### config.mk
export PLATFORM = sky130hd
export DESIGN_NAME = wmem_seq
export DESIGN_NICKNAME = d
export VERILOG_FILES = /design/src/rtl/wmem_seq_pkg.sv /design/src/rtl/wmem_seq_rdptr.sv /design/src/rtl/wmem_seq.sv
export SDC_FILE = /design/constraint.sdc
export NUM_CORES = 1
export LEC_CHECK = 0
export ABC_AREA = 1
export CAP_MARGIN = 10
export CORE_ASPECT_RATIO = 1.75
export CORE_MARGIN = 1
export CORE_UTILIZATION = 45
export DETAILED_ROUTE_END_ITERATION = 10
export HOLD_SLACK_MARGIN = 0.08
export PLACE_DENSITY = 0.83
export SLEW_MARGIN = 5
export SYNTH_ARGS = -nofsm -noshare
export SYNTH_HDL_FRONTEND = slang
export SYNTH_HIERARCHICAL = 1
export SYNTH_SLANG_ARGS = --single-unit
### constraint.sdc
create_clock -name i_clk -period 6.7 [get_ports i_clk]
set_input_delay 2.01 -clock i_clk [delete_from_list [all_inputs] [get_ports i_clk]]
set_output_delay 2.01 -clock i_clk [all_outputs]
set_load 0.02 [all_outputs]
### src/rtl/wmem_seq_pkg.sv
// Shared definitions for the weight-memory sequencer.
// Provides the default width constants and the sequencer state encoding.
package wmem_seq_pkg;

  localparam int unsigned DATA_WIDTH = 8;
  localparam int unsigned ROW_NUM    = 6;
  localparam int unsigned ADDR_WIDTH = 7;
  localparam int unsigned PASS_WIDTH = 8;

  // Sequencer states
  localparam logic [1:0] StIdle = 2'd0;
  localparam logic [1:0] StLoad = 2'd1;
  localparam logic [1:0] StRun  = 2'd2;

endpackage

### src/rtl/wmem_seq_rdptr.sv
// RUN-mode read pointer for the weight memory.
// Tracks the presented row r, the pass count p and the valid flag v, and
// produces the combinational read address plus last/done indications.
// Ports:
//   i_clk, i_rst   clock, synchronous active-high reset
//   i_run          sequencer is in RUN (counters held at 0 otherwise)
//   i_pe_ready     PE array accepts the presented row
//   i_rows         row count N (ADDR_WIDTH+1 bits)
//   i_passes       pass count P
//   o_rd_addr      memory read address for the next cycle's data
//   o_wgt_valid    memory read data is a valid row this cycle
//   o_wgt_last     presented row is row N-1
//   o_run_done     final row of the final pass is transferring this cycle
module wmem_seq_rdptr #(
  parameter int unsigned ADDR_WIDTH = wmem_seq_pkg::ADDR_WIDTH,
  parameter int unsigned PASS_WIDTH = wmem_seq_pkg::PASS_WIDTH
) (
  input  logic                  i_clk,
  input  logic                  i_rst,
  input  logic                  i_run,
  input  logic                  i_pe_ready,
  input  logic [ADDR_WIDTH:0]   i_rows,
  input  logic [PASS_WIDTH-1:0] i_passes,
  output logic [ADDR_WIDTH-1:0] o_rd_addr,
  output logic                  o_wgt_valid,
  output logic                  o_wgt_last,
  output logic                  o_run_done
);

  logic [ADDR_WIDTH:0]   r_q, r_d;
  logic [PASS_WIDTH-1:0] p_q, p_d;
  logic                  v_q, v_d;
  logic                  fire, row_last, pass_last;

  assign fire      = v_q & i_pe_ready;
  assign row_last  = (r_q == i_rows - (ADDR_WIDTH + 1)'(1));
  assign pass_last = (p_q == i_passes - PASS_WIDTH'(1));

  always_comb begin
    r_d = r_q;
    p_d = p_q;
    v_d = v_q;
    if (!i_run) begin
      r_d = '0;
      p_d = '0;
      v_d = 1'b0;
    end else if (!v_q) begin
      // Entry cycle: address 0 is being read, data appears next cycle.
      v_d = 1'b1;
    end else if (fire) begin
      if (row_last) begin
        r_d = '0;
        if (pass_last) v_d = 1'b0;
        else           p_d = p_q + PASS_WIDTH'(1);
      end else begin
        r_d = r_q + (ADDR_WIDTH + 1)'(1);
      end
    end
  end

  // Reading the next-state row keeps the address held under stall and
  // advances it in the same cycle as a transfer, so there are no bubbles.
  assign o_rd_addr   = r_d[ADDR_WIDTH-1:0];
  assign o_wgt_valid = v_q;
  assign o_wgt_last  = v_q & row_last;
  assign o_run_done  = fire & row_last & pass_last;

  always_ff @(posedge i_clk) begin
    if (i_rst) begin
      r_q <= '0;
      p_q <= '0;
      v_q <= 1'b0;
    end else begin
      r_q <= r_d;
      p_q <= p_d;
      v_q <= v_d;
    end
  end

endmodule

### src/rtl/wmem_seq.sv
// Weight-memory sequencer: loads host rows into the weight memory (LOAD) and
// replays rows 0..N-1 for P passes to the PE array (RUN).
// Ports:
//   i_clk, i_rst                 clock, synchronous active-high reset
//   i_ld_start, i_run_start      start pulses, accepted in IDLE only
//   i_rows, i_passes             N and P, sampled on an accepted start
//   i_ld_valid, i_ld_data        host row stream; o_ld_ready handshake
//   o_wr_en, o_wr_addr, o_wr_data memory write port
//   o_rd_addr                    memory read address (combinational)
//   i_pe_ready                   PE array accepts the presented row
//   o_wgt_valid, o_wgt_last      presented-row qualifiers
//   o_busy, o_done               status; o_done is a one-cycle pulse
module wmem_seq #(
  parameter int unsigned DATA_WIDTH    = wmem_seq_pkg::DATA_WIDTH,
  parameter int unsigned ROW_NUM       = wmem_seq_pkg::ROW_NUM,
  parameter int unsigned ADDR_WIDTH    = wmem_seq_pkg::ADDR_WIDTH,
  parameter int unsigned ROW_WGT_WIDTH = DATA_WIDTH * ROW_NUM,
  parameter int unsigned PASS_WIDTH    = wmem_seq_pkg::PASS_WIDTH
) (
  input  logic                     i_clk,
  input  logic                     i_rst,
  input  logic                     i_ld_start,
  input  logic                     i_run_start,
  input  logic [ADDR_WIDTH:0]      i_rows,
  input  logic [PASS_WIDTH-1:0]    i_passes,
  input  logic                     i_ld_valid,
  input  logic [ROW_WGT_WIDTH-1:0] i_ld_data,
  output logic                     o_ld_ready,
  output logic                     o_wr_en,
  output logic [ADDR_WIDTH-1:0]    o_wr_addr,
  output logic [ROW_WGT_WIDTH-1:0] o_wr_data,
  output logic [ADDR_WIDTH-1:0]    o_rd_addr,
  input  logic                     i_pe_ready,
  output logic                     o_wgt_valid,
  output logic                     o_wgt_last,
  output logic                     o_busy,
  output logic                     o_done
);

  import wmem_seq_pkg::*;

  logic [1:0]            state_q, state_d;
  logic [ADDR_WIDTH:0]   rows_q, rows_d;
  logic [ADDR_WIDTH:0]   ld_cnt_q, ld_cnt_d;
  logic [PASS_WIDTH-1:0] passes_q, passes_d;
  logic                  done_q, done_d;
  logic                  ld_fire, run_done;

  // Ready is masked by reset so the reset cycle can never write the memory.
  assign o_ld_ready = (state_q == StLoad) & ~i_rst;
  assign ld_fire    = i_ld_valid & o_ld_ready;
  assign o_wr_en    = ld_fire;
  assign o_wr_addr  = ld_cnt_q[ADDR_WIDTH-1:0];
  assign o_wr_data  = i_ld_data;
  assign o_busy     = (state_q != StIdle);
  assign o_done     = done_q;

  always_comb begin
    state_d  = state_q;
    rows_d   = rows_q;
    passes_d = passes_q;
    ld_cnt_d = ld_cnt_q;
    done_d   = 1'b0;
    case (state_q)
      StIdle: begin
        if (i_ld_start) begin
          rows_d   = i_rows;
          ld_cnt_d = '0;
          if (i_rows == '0) done_d  = 1'b1;
          else              state_d = StLoad;
        end else if (i_run_start) begin
          rows_d   = i_rows;
          passes_d = i_passes;
          if (i_rows == '0 || i_passes == '0) done_d  = 1'b1;
          else                                state_d = StRun;
        end
      end
      StLoad: begin
        if (ld_fire) begin
          ld_cnt_d = ld_cnt_q + (ADDR_WIDTH + 1)'(1);
          if (ld_cnt_q == rows_q - (ADDR_WIDTH + 1)'(1)) begin
            state_d = StIdle;
            done_d  = 1'b1;
          end
        end
      end
      StRun: begin
        if (run_done) begin
          state_d = StIdle;
          done_d  = 1'b1;
        end
      end
      default: state_d = StIdle;
    endcase
  end

  always_ff @(posedge i_clk) begin
    if (i_rst) begin
      state_q  <= StIdle;
      rows_q   <= '0;
      passes_q <= '0;
      ld_cnt_q <= '0;
      done_q   <= 1'b0;
    end else begin
      state_q  <= state_d;
      rows_q   <= rows_d;
      passes_q <= passes_d;
      ld_cnt_q <= ld_cnt_d;
      done_q   <= done_d;
    end
  end

  wmem_seq_rdptr #(
    .ADDR_WIDTH (ADDR_WIDTH),
    .PASS_WIDTH (PASS_WIDTH)
  ) u_rdptr (
    .i_clk       (i_clk),
    .i_rst       (i_rst),
    .i_run       (state_q == StRun),
    .i_pe_ready  (i_pe_ready),
    .i_rows      (rows_q),
    .i_passes    (passes_q),
    .o_rd_addr   (o_rd_addr),
    .o_wgt_valid (o_wgt_valid),
    .o_wgt_last  (o_wgt_last),
    .o_run_done  (run_done)
  );

endmodule
==> qor.yml, run 1 <==
grt:
  gr-usage-all-layers_pct: 22.1
  grt_pass1_wl_um: 13400
  grt_max_degree: 22
  gr-total-overflow: 0
  antenna_found_initial: 0
  grt_pass1_vias: 3178
pwr:
  p_leak_nw: 1.63
  power_frac_clock_pct: 31.9
  switchingPower_mw: 0.325
  comb_power_share_pct: 33.0
  internal_power_mw: 0.568
  seqPwrFrac_pct: 35.1
  pwr_density_cell_nw_per_um2: 243
  peakVddDrop_v: 0.000149
  swShare_pct: 36.4
synth:
  yosys_warnings: 6
  synthXorXnorAreaFrac_pct: 3.85
  yosys-top-cells-area: "dfxtp_1, nand2_1, buf_4"
  yosysMostFrequentCell: "nand2_1"
  synth_fa_ha_area_share_pct: 2.20
  synth_edf_count: 0
  syn_inst: 545
  synth_top_family_by_area: "simple AND/OR/NAND/NOR gates"
  yosysSeqAreaShare_pct: 25.8
  synth_area_um2: 3410
  ys_ff_latch: 44
  synth_fp_nets: 621
  synth_compound_area_share_pct: 9.47
  synth-simple-area-share_pct: 37.5
  postSynthAreaPerCell_um2: 6.26
  yosysTopAreaCellShare_pct: 25.8
  muxShareOfSynthArea_pct: 0
  synthFlopType: "dfxtp_1"
  yosysUniqueCellTypes: 36
  synthArstFlopShare_pct: 0
  synthTopCellsByCount: "nand2_1, nor2_1, inv_1"
  yosysTopAreaCell: "dfxtp_1"
hold_path:
  hp-class: "flip-flop to flip-flop"
  hold_start: "passes_q[7]$_SDFFE_PP0P_"
  hold_end: "passes_q[7]$_SDFFE_PP0P_"
  holdPathStages: 2
cts:
  clkTransAtPathRegs_ns: 0.06
  clk_path_buf_depth: 2
  ctsResizeCount: 0
  cts_inserted_buffers: 5
  cts-hold-fix-buffers: 0
  htree_levels: 2
  cts_setup_buffers: 0
  clock_latency_ns: 0.30
  cts_tree: "yes"
  clockRootBuffer: "clkbuf_16"
  cts.sinks: 44
critical_path:
  startpoint_type: "primary input"
  reg2reg_slack_ns: 4.14
  end_kind: "output pin"
  critPathLaunch: "i_pe_ready"
  cp_common_cell: "nand2_1"
  worstReg2RegEnd: "state_q[0]$_SDFFE_PP0P_"
  worstPathRequired_ns: 4.69
  path_cells: "clkdlybuf4s50_1, nand2_1, inv_2, nand2_1, nor4_2, nand2_1, nand2_1, o21ba_2, nand2_1, inv_1, clkdlybuf4s50_1"
  r2r_cells: 17
  reg2reg_from: "rows_q[0]$_SDFFE_PP0P_"
  crit_arrival_ns: 4.00
  cp_max_fo: 4
  slowest_delay_ns: 0.52
  crit_type: "primary input to output pin"
  cpMaxStageDelayCell: "clkdlybuf4s50_1"
placement:
  gp_congestion: 0.963
  dp_hpwl_um: 6110
  io_buffer_count: 41
  dp_slack_ns: 0.692
sta:
  fmax_mhz: 166
  period_share_pct: 89.7
  slew_viol_final: 0
  setup_violations: 0
  maxSlewHeadroom_pct: 52.0
  hold_violations: 0
  finClkSkew_ns: 0.00768
  fin_crit_ns: 6.01
  fin_ws_ns: 0.689
  rsz0062_at_grt: "false"
  worst_pin_slew_ns: 0.717
  tns_ns: 0
  holdWs_ns: 0.506
layout:
  num_antenna_cells: 0
  syn2layout_area_growth_pct: 7.89
  final_layout_size_suffix_gt1_share_pct: 8.01
  nFillCells: 723
  multiInputGateArea_um2: 1810
  seq_area_um2: 881
  nets: 612
floorplanning:
  floorplan.initialDensity_pct: 46.8
  fp-row-count: 41
  die_area_um2: 7940
  die_x_um: 67.8
  ioPinCount: 138
  fp.dieH_um: 117
  core-area_um2: 7280
drt:
  drtIter0Drc: 159
  dr_total_vias: 3217
  dr.pass1.iters: 4
  wl_per_cell_um: 12.5
  wl_um: 7810
  ant_nets: 0
  viasPerCell: 5.16
  remaining_drc_errors: 0
flow_run:
  drv_cap: 0
run_status:
  outcome: "finished clean"
cells in the final DEF (no fill, tap or decap), types with 2 or more instances in the layout:
cell / count
a211oi_1: 2
a21oi_1: 22
clkbuf_16: 5
clkdlybuf4s50_1: 41
clkinv_2: 2
dfxtp_1: 44
ha_1: 6
inv_1: 69
inv_2: 9
nand2_1: 127
nand3_1: 38
nand3_2: 4
nand4_1: 5
nor2_1: 78
nor2_2: 8
nor2_4: 4
nor3_1: 9
nor3_2: 2
nor3b_1: 2
o21ai_0: 24
o21ai_1: 6
xnor2_1: 9
xor2_1: 6
critical path, delay by kind of cell:
kind / cells / cell delay, ns
AOI/OAI and AO/OA: 1 / 0.15
buffers and inverters: 4 / 1.14
and+or+nand+nor: 6 / 0.70
registers in the layout, summed over array words and instances, names as in the netlist:
name and count:
rows_q 8, u_rdptr/o_wgt_valid 1, ld_cnt_q 8, u_rdptr/p_q 8, o_done 1, u_rdptr/r_q 8
state_q 2, passes_q 8
cell families after synthesis:
kind of cell	count (synthesis)
simple gates	283
buf+inv	137
compound gates	60
flops	44
xor+xnor	15
fa+ha+maj	6
per-stage QoR:
stage	cells	power (mW)	utilization (%)	instance area (µm²)
floorplan	545	0.575	-	3410
global placement	615	0.597	48.2	3510
detailed placement	615	0.610	48.2	3510
CTS	623	0.896	50.5	3680
global route	623	0.956	50.5	3680
finish	623	0.893	50.5	3680
metal layers:
layer,global-route usage (%),share of wire (%)
met2,40.6,52
met5,0,0
met3,4.17,5.4
met1,21.8,39
met4,13.8,4.3
cell type report:
class,instances,share of cell area (%)
Multi-Input combinational cell,364,49.1
Sequential cell,44,23.9
Timing Repair Buffer,42,11.4
Inverter,79,8.10
Clock buffer,5,3.40
Tap cell,86,2.93
Clock inverter,3,1.16
worst max-delay path by stage:
| stage | endpoint | cells after the start | slack (ns) |
|---|---|---|---|
| after floorplan | o_rd_addr[5] | 9 | 1.75 |
| after global placement | o_rd_addr[5] | 11 | 0.72 |
| after detailed placement | o_rd_addr[5] | 11 | 0.69 |
| after CTS | o_rd_addr[5] | 11 | 0.68 |
| after global routing | o_rd_addr[5] | 11 | 0.52 |
| final | o_rd_addr[5] | 11 | 0.69 |
power groups by stage:
stage	clock network, mW	registers (mW)	logic (mW)
finish	0.285	0.313	0.295
global route	0.299	0.317	0.340
CTS	0.290	0.313	0.294
detailed placement	0	0.318	0.291
global placement	0	0.318	0.280
floorplan	0	0.309	0.266
No activity file was read; power rests on OpenSTA's default activity.
==> run 2: changes to the inputs <==
CELL_PAD_IN_SITES_DETAIL_PLACEMENT = 2   (was unset)
CELL_PAD_IN_SITES_GLOBAL_PLACEMENT = 2   (was unset)
CORE_UTILIZATION = 24   (was 45)
PLACE_DENSITY = unset   (was 0.83)
PLACE_DENSITY_LB_ADDON = 0.1   (was unset)
==> run 2 against run 1 <==
Net effect:
- register-to-register slack got worse by 0.18 ns
- sequential power about the same
- clock power down 8.8%
- critical path depth is the same
- utilization down 23 points
- worst setup slack worse by 0.051 ns
- maximum frequency down 0.84%
- via count up 2.5%
- final cell count is 15% higher
- sequential share of layout area decreased by 0.59 points
- first-iteration DRC count down 76%
- die area up 85%
- largest cell class unchanged
- highest routed layer unchanged
==> qor.yml, run 2 (synthesized netlist as in run 1, its figures left out) <==
run_status:
  outcome: "finished clean"
placement:
  gp_congestion: 0.782
  io_buffer_count: 41
  dpl.cell_count: 706
  dp_hpwl_um: 9540
critical_path:
  cp_num_buf_inv: 4
  cp_top_family: "buffers and inverters"
  crit_type: "primary input to output pin"
  crit_arrival_ns: 4.05
  worstPathRequired_ns: 4.69
  startpoint_type: "primary input"
  cpMaxStageDelayCell: "clkdlybuf4s50_1"
  slowest_delay_ns: 0.53
  cp_max_fo: 4
  path_cells: "clkdlybuf4s50_1, nand2_1, inv_2, nand2_1, nor4_2, nand2_1, nand2_1, o21ba_2, nand2_1, inv_1, clkdlybuf4s50_1"
  end_kind: "output pin"
  cp_common_cell: "nand2_1"
grt:
  antenna_found_initial: 0
  grt_pass1_wl_um: 18500
  grt_pass1_vias: 3653
  grt_max_degree: 22
  gr-usage-all-layers_pct: 16.3
  gr-total-overflow: 0
pwr:
  swShare_pct: 38.7
  switchingPower_mw: 0.342
  p_total_mw: 0.884
  p_leak_nw: 1.62
  comb_power_share_pct: 34.9
  power_frac_clock_pct: 29.4
  seqPwrFrac_pct: 35.7
  peakVddDrop_v: 0.0000980
  internal_power_mw: 0.542
  pwr_density_cell_nw_per_um2: 234
sta:
  setup_violations: 0
  hold_violations: 0
  worst_pin_slew_ns: 0.719
  finClkSkew_ns: 0.0144
  maxSlewHeadroom_pct: 51.9
  period_share_pct: 90.5
  tns_ns: 0
  fin_crit_ns: 6.06
  slew_viol_final: 0
  rsz0062_at_grt: "false"
  fmax_mhz: 165
floorplanning:
  fp.dieH_um: 160
  die_area_um2: 14700
  core-area_um2: 13900
  ioPinCount: 138
  die_x_um: 92.1
  fp-row-count: 57
  floorplan.initialDensity_pct: 24.5
layout:
  final_layout_size_suffix_gt1_share_pct: 7.64
  num_antenna_cells: 0
  final_common_cell: "nand2_1"
  syn2layout_area_growth_pct: 10.6
  final_cell_mix: "nand2_1, nor2_1, inv_1, dfxtp_1, clkdlybuf4s50_1"
  fin_cells: 714
  nets: 612
drt:
  wl_per_cell_um: 15.8
  wl_um: 11300
  remaining_drc_errors: 0
  drtIter0Drc: 38
  viasPerCell: 4.62
  dr.pass1.iters: 4
  ant_nets: 0
  dr_total_vias: 3296
cts:
  clkTransAtPathRegs_ns: 0.06
  cts_inserted_buffers: 5
  clock_latency_ns: 0.29
  cts-hold-fix-buffers: 0
  ctsResizeCount: 0
  cts.sinks: 44
  htree_levels: 2
  clockRootBuffer: "clkbuf_16"
  cts_tree: "yes"
  clk_path_buf_depth: 2
  cts_setup_buffers: 0
hold_path:
  hp-class: "flip-flop to flip-flop"
flow_run:
  drv_cap: 0
==> run 2: path summary, 6_finish.rpt <==
kind / startpoint / end / slack (ns) / depth (start not counted)
setup / recovery: i_pe_ready / o_rd_addr[5] / 0.64 / 11
hold / removal: passes_q[7]$_SDFFE_PP0P_ / passes_q[7]$_SDFFE_PP0P_ / 0.50 / 2
setup reg to reg: rows_q[0]$_SDFFE_PP0P_ / state_q[0]$_SDFFE_PP0P_ / 3.96 / 17
hold reg to reg: passes_q[7]$_SDFFE_PP0P_ / passes_q[7]$_SDFFE_PP0P_ / 0.50 / 2
==> run 2: final cells by class <==
cell class / instances / area, µm²
clock buffers: 8 / 146
fillers: 1735 / 10100
flip-flops and latches: 44 / 881
repair buffers: 42 / 418
inverters: 79 / 298
well taps: 177 / 221
multi-input cells: 364 / 1810
==> run 2: power groups by stage <==
stage	Clock, mW	Sequential (mW)	Combinational (mW)
3_3_place_gp	0	0.323	0.305
3_5_place_dp	0	0.324	0.316
4_1_cts	0.274	0.317	0.318
6_report	0.260	0.316	0.308
5_1_grt	0.284	0.321	0.358
2_1_floorplan	0	0.309	0.266
==> run 2: layer usage <==
metal  vias to the layer above  global-route usage (%)  part of all wire (%)
li1                       1627                       -                     -
met1                      1600                    14.9                    34
met2                        56                    34.3                    60
met3                        13                    3.33                   3.4
met4                         0                    4.90                   1.8
met5                         -                       0                     0
==> run 2: tightest hold or removal path: stages (launching register included) <==
cell     delay (ns)
dfxtp_1        0.31
nor2_1         0.10
nor2_1         0.05
==> run 2: metrics by stage <==
stage	setup WS [ns]	area (µm²)	hold slack (ns)	util (%)
after floorplan	1.75	3410	0.476	-
final	0.638	3770	0.503	27.1
after CTS	0.605	3770	0.511	27.1
after global placement	0.615	3620	0.503	26.1
after detailed placement	0.611	3620	0.501	26.1
after global routing	0.429	3770	0.545	27.1
==> run 3: changes to the inputs <==
CAP_MARGIN = unset   (was 10)
CORE_MARGIN = 2   (was 1)
CTS_BUF_LIST = sky130_fd_sc_hd__clkbuf_8   (was unset)
==> run 3 against run 2 <==
Net effect:
- die area up 3.5%
- register-to-register slack is essentially flat
- sequential cell count is the same
- worst hold slack gained 0.0048 ns
- maximum frequency is 1.0% lower
- sequential power is essentially flat
- sequential share of layout area up 0.35 points
- global-route usage is 0.19 points lower
- clock skew decreased by 0.0027 ns
- non-clock buffer count unchanged
- largest power group unchanged
==> qor.yml, run 3 (synthesized netlist as in run 1, its figures left out) <==
run_status:
  outcome: "finished clean"
cts:
  clockRootBuffer: "clkbuf_8"
  cts_setup_buffers: 0
  clk_path_buf_depth: 2
  clkTransAtPathRegs_ns: 0.08
  cts.sinks: 44
  cts-hold-fix-buffers: 0
  cts_inserted_buffers: 5
  ctsResizeCount: 0
  htree_levels: 2
  clock_latency_ns: 0.31
  cts_tree: "yes"
sta:
  hold_violations: 0
  fmax_mhz: 163
  fin_ws_ns: 0.576
  period_share_pct: 91.4
  setup_violations: 0
  finClkSkew_ns: 0.0117
  worst_pin_slew_ns: 0.727
  fin_crit_ns: 6.12
  tns_ns: 0
  maxSlewHeadroom_pct: 51.4
  rsz0062_at_grt: "false"
  slew_viol_final: 0
critical_path:
  worstPathRequired_ns: 4.69
  crit_type: "primary input to output pin"
  cp_common_cell: "nand2_1"
  cp_num_buf_inv: 4
  end_kind: "output pin"
  cpMaxStageDelayCell: "clkdlybuf4s50_1"
  cp_max_fo: 4
  slowest_delay_ns: 0.54
  startpoint_type: "primary input"
  cp_top_family: "buffers and inverters"
  path_cells: "clkdlybuf4s50_1, nand2_1, inv_2, nand2_1, nor4_2, nand2_1, nand2_1, o21ba_2, nand2_1, inv_1, clkdlybuf4s50_1"
  crit_arrival_ns: 4.11
drt:
  drtIter0Drc: 39
  remaining_drc_errors: 0
  wl_per_cell_um: 15.8
  ant_nets: 0
  viasPerCell: 4.60
  dr_total_vias: 3284
  dr.pass1.iters: 4
  wl_um: 11300
floorplanning:
  floorplan.initialDensity_pct: 24.5
  die_x_um: 94.1
  fp.dieH_um: 162
  ioPinCount: 138
  fp-row-count: 57
  core-area_um2: 13900
  die_area_um2: 15200
grt:
  gr-usage-all-layers_pct: 16.2
  antenna_found_initial: 0
  grt_pass1_vias: 3756
  gr-total-overflow: 0
  grt_max_degree: 22
  grt_pass1_wl_um: 19000
placement:
  dp_slack_ns: 0.564
  io_buffer_count: 41
  placed_area_um2: 3620
  dp_hpwl_um: 9380
  gp_congestion: 0.764
layout:
  final_cell_mix: "nand2_1, nor2_1, inv_1, dfxtp_1, clkdlybuf4s50_1"
  final_common_cell: "nand2_1"
  syn2layout_area_growth_pct: 8.95
  final_layout_size_suffix_gt1_share_pct: 7.64
  finalInstanceArea_um2: 3710
  num_antenna_cells: 0
  nets: 612
flow_run:
  drv_cap: 0
pwr:
  peakVddDrop_v: 0.0000719
  p_total_mw: 0.811
  p_leak_nw: 1.61
  pwr_density_cell_nw_per_um2: 218
hold_path:
  hp-class: "flip-flop to flip-flop"
run 3: power by group:
part | switching, mW | total, mW | internal [mW]
clock network | 0.104 | 0.185 | 0.0815
logic | 0.199 | 0.309 | 0.111
registers | 0.0348 | 0.316 | 0.281
run 3: per-layer routing:
layer / routed length [µm] / vias up / track usage [%]
met5: 0 / - / 0
met4: 164 / 0 / 4.81
met3: 197 / 8 / 2.55
met2: 6860 / 43 / 33.7
met1: 4050 / 1598 / 15.4
li1: - / 1635 / -
run 3: layout make-up:
type,instances,area [µm²]
multi-input combinational,364,1810
tap,177,221
inverter,79,298
sequential,44,881
timing repair buffer,42,418
clock inverter,2,7.51
clock buffer,6,82.6
fill,1742,10200
run 3: final timing paths:
kind | to | depth (start not counted) | startpoint | slack, ns
setup / recovery | o_rd_addr[5] | 11 | i_pe_ready | 0.58
hold / removal | passes_q[7]$_SDFFE_PP0P_ | 2 | passes_q[7]$_SDFFE_PP0P_ | 0.51
setup reg to reg | state_q[0]$_SDFFE_PP0P_ | 17 | rows_q[0]$_SDFFE_PP0P_ | 3.97
hold reg to reg | passes_q[7]$_SDFFE_PP0P_ | 2 | passes_q[7]$_SDFFE_PP0P_ | 0.51
run 3: worst reg2reg max path: cells and delay by family, from the launching register on:
| family | cells | cell delay [ns] |
|---|---|---|
| AND/OR/NAND/NOR | 11 | 1.34 |
| flip-flops | 1 | 0.51 |
| adder cells (fa/ha/maj) | 1 | 0.33 |
| buffers and inverters | 4 | 0.31 |
| AO/OA/AOI/OAI | 1 | 0.20 |
run 3: stage by stage:
step           cells  hold slack (ns)  util [%]
4_1_cts          714            0.516      26.7
2_1_floorplan    545            0.476         -
6_report         714            0.508      26.7
3_5_place_dp     706            0.503      26.1
5_1_grt          714            0.556      26.7
3_3_place_gp     706            0.501      26.1
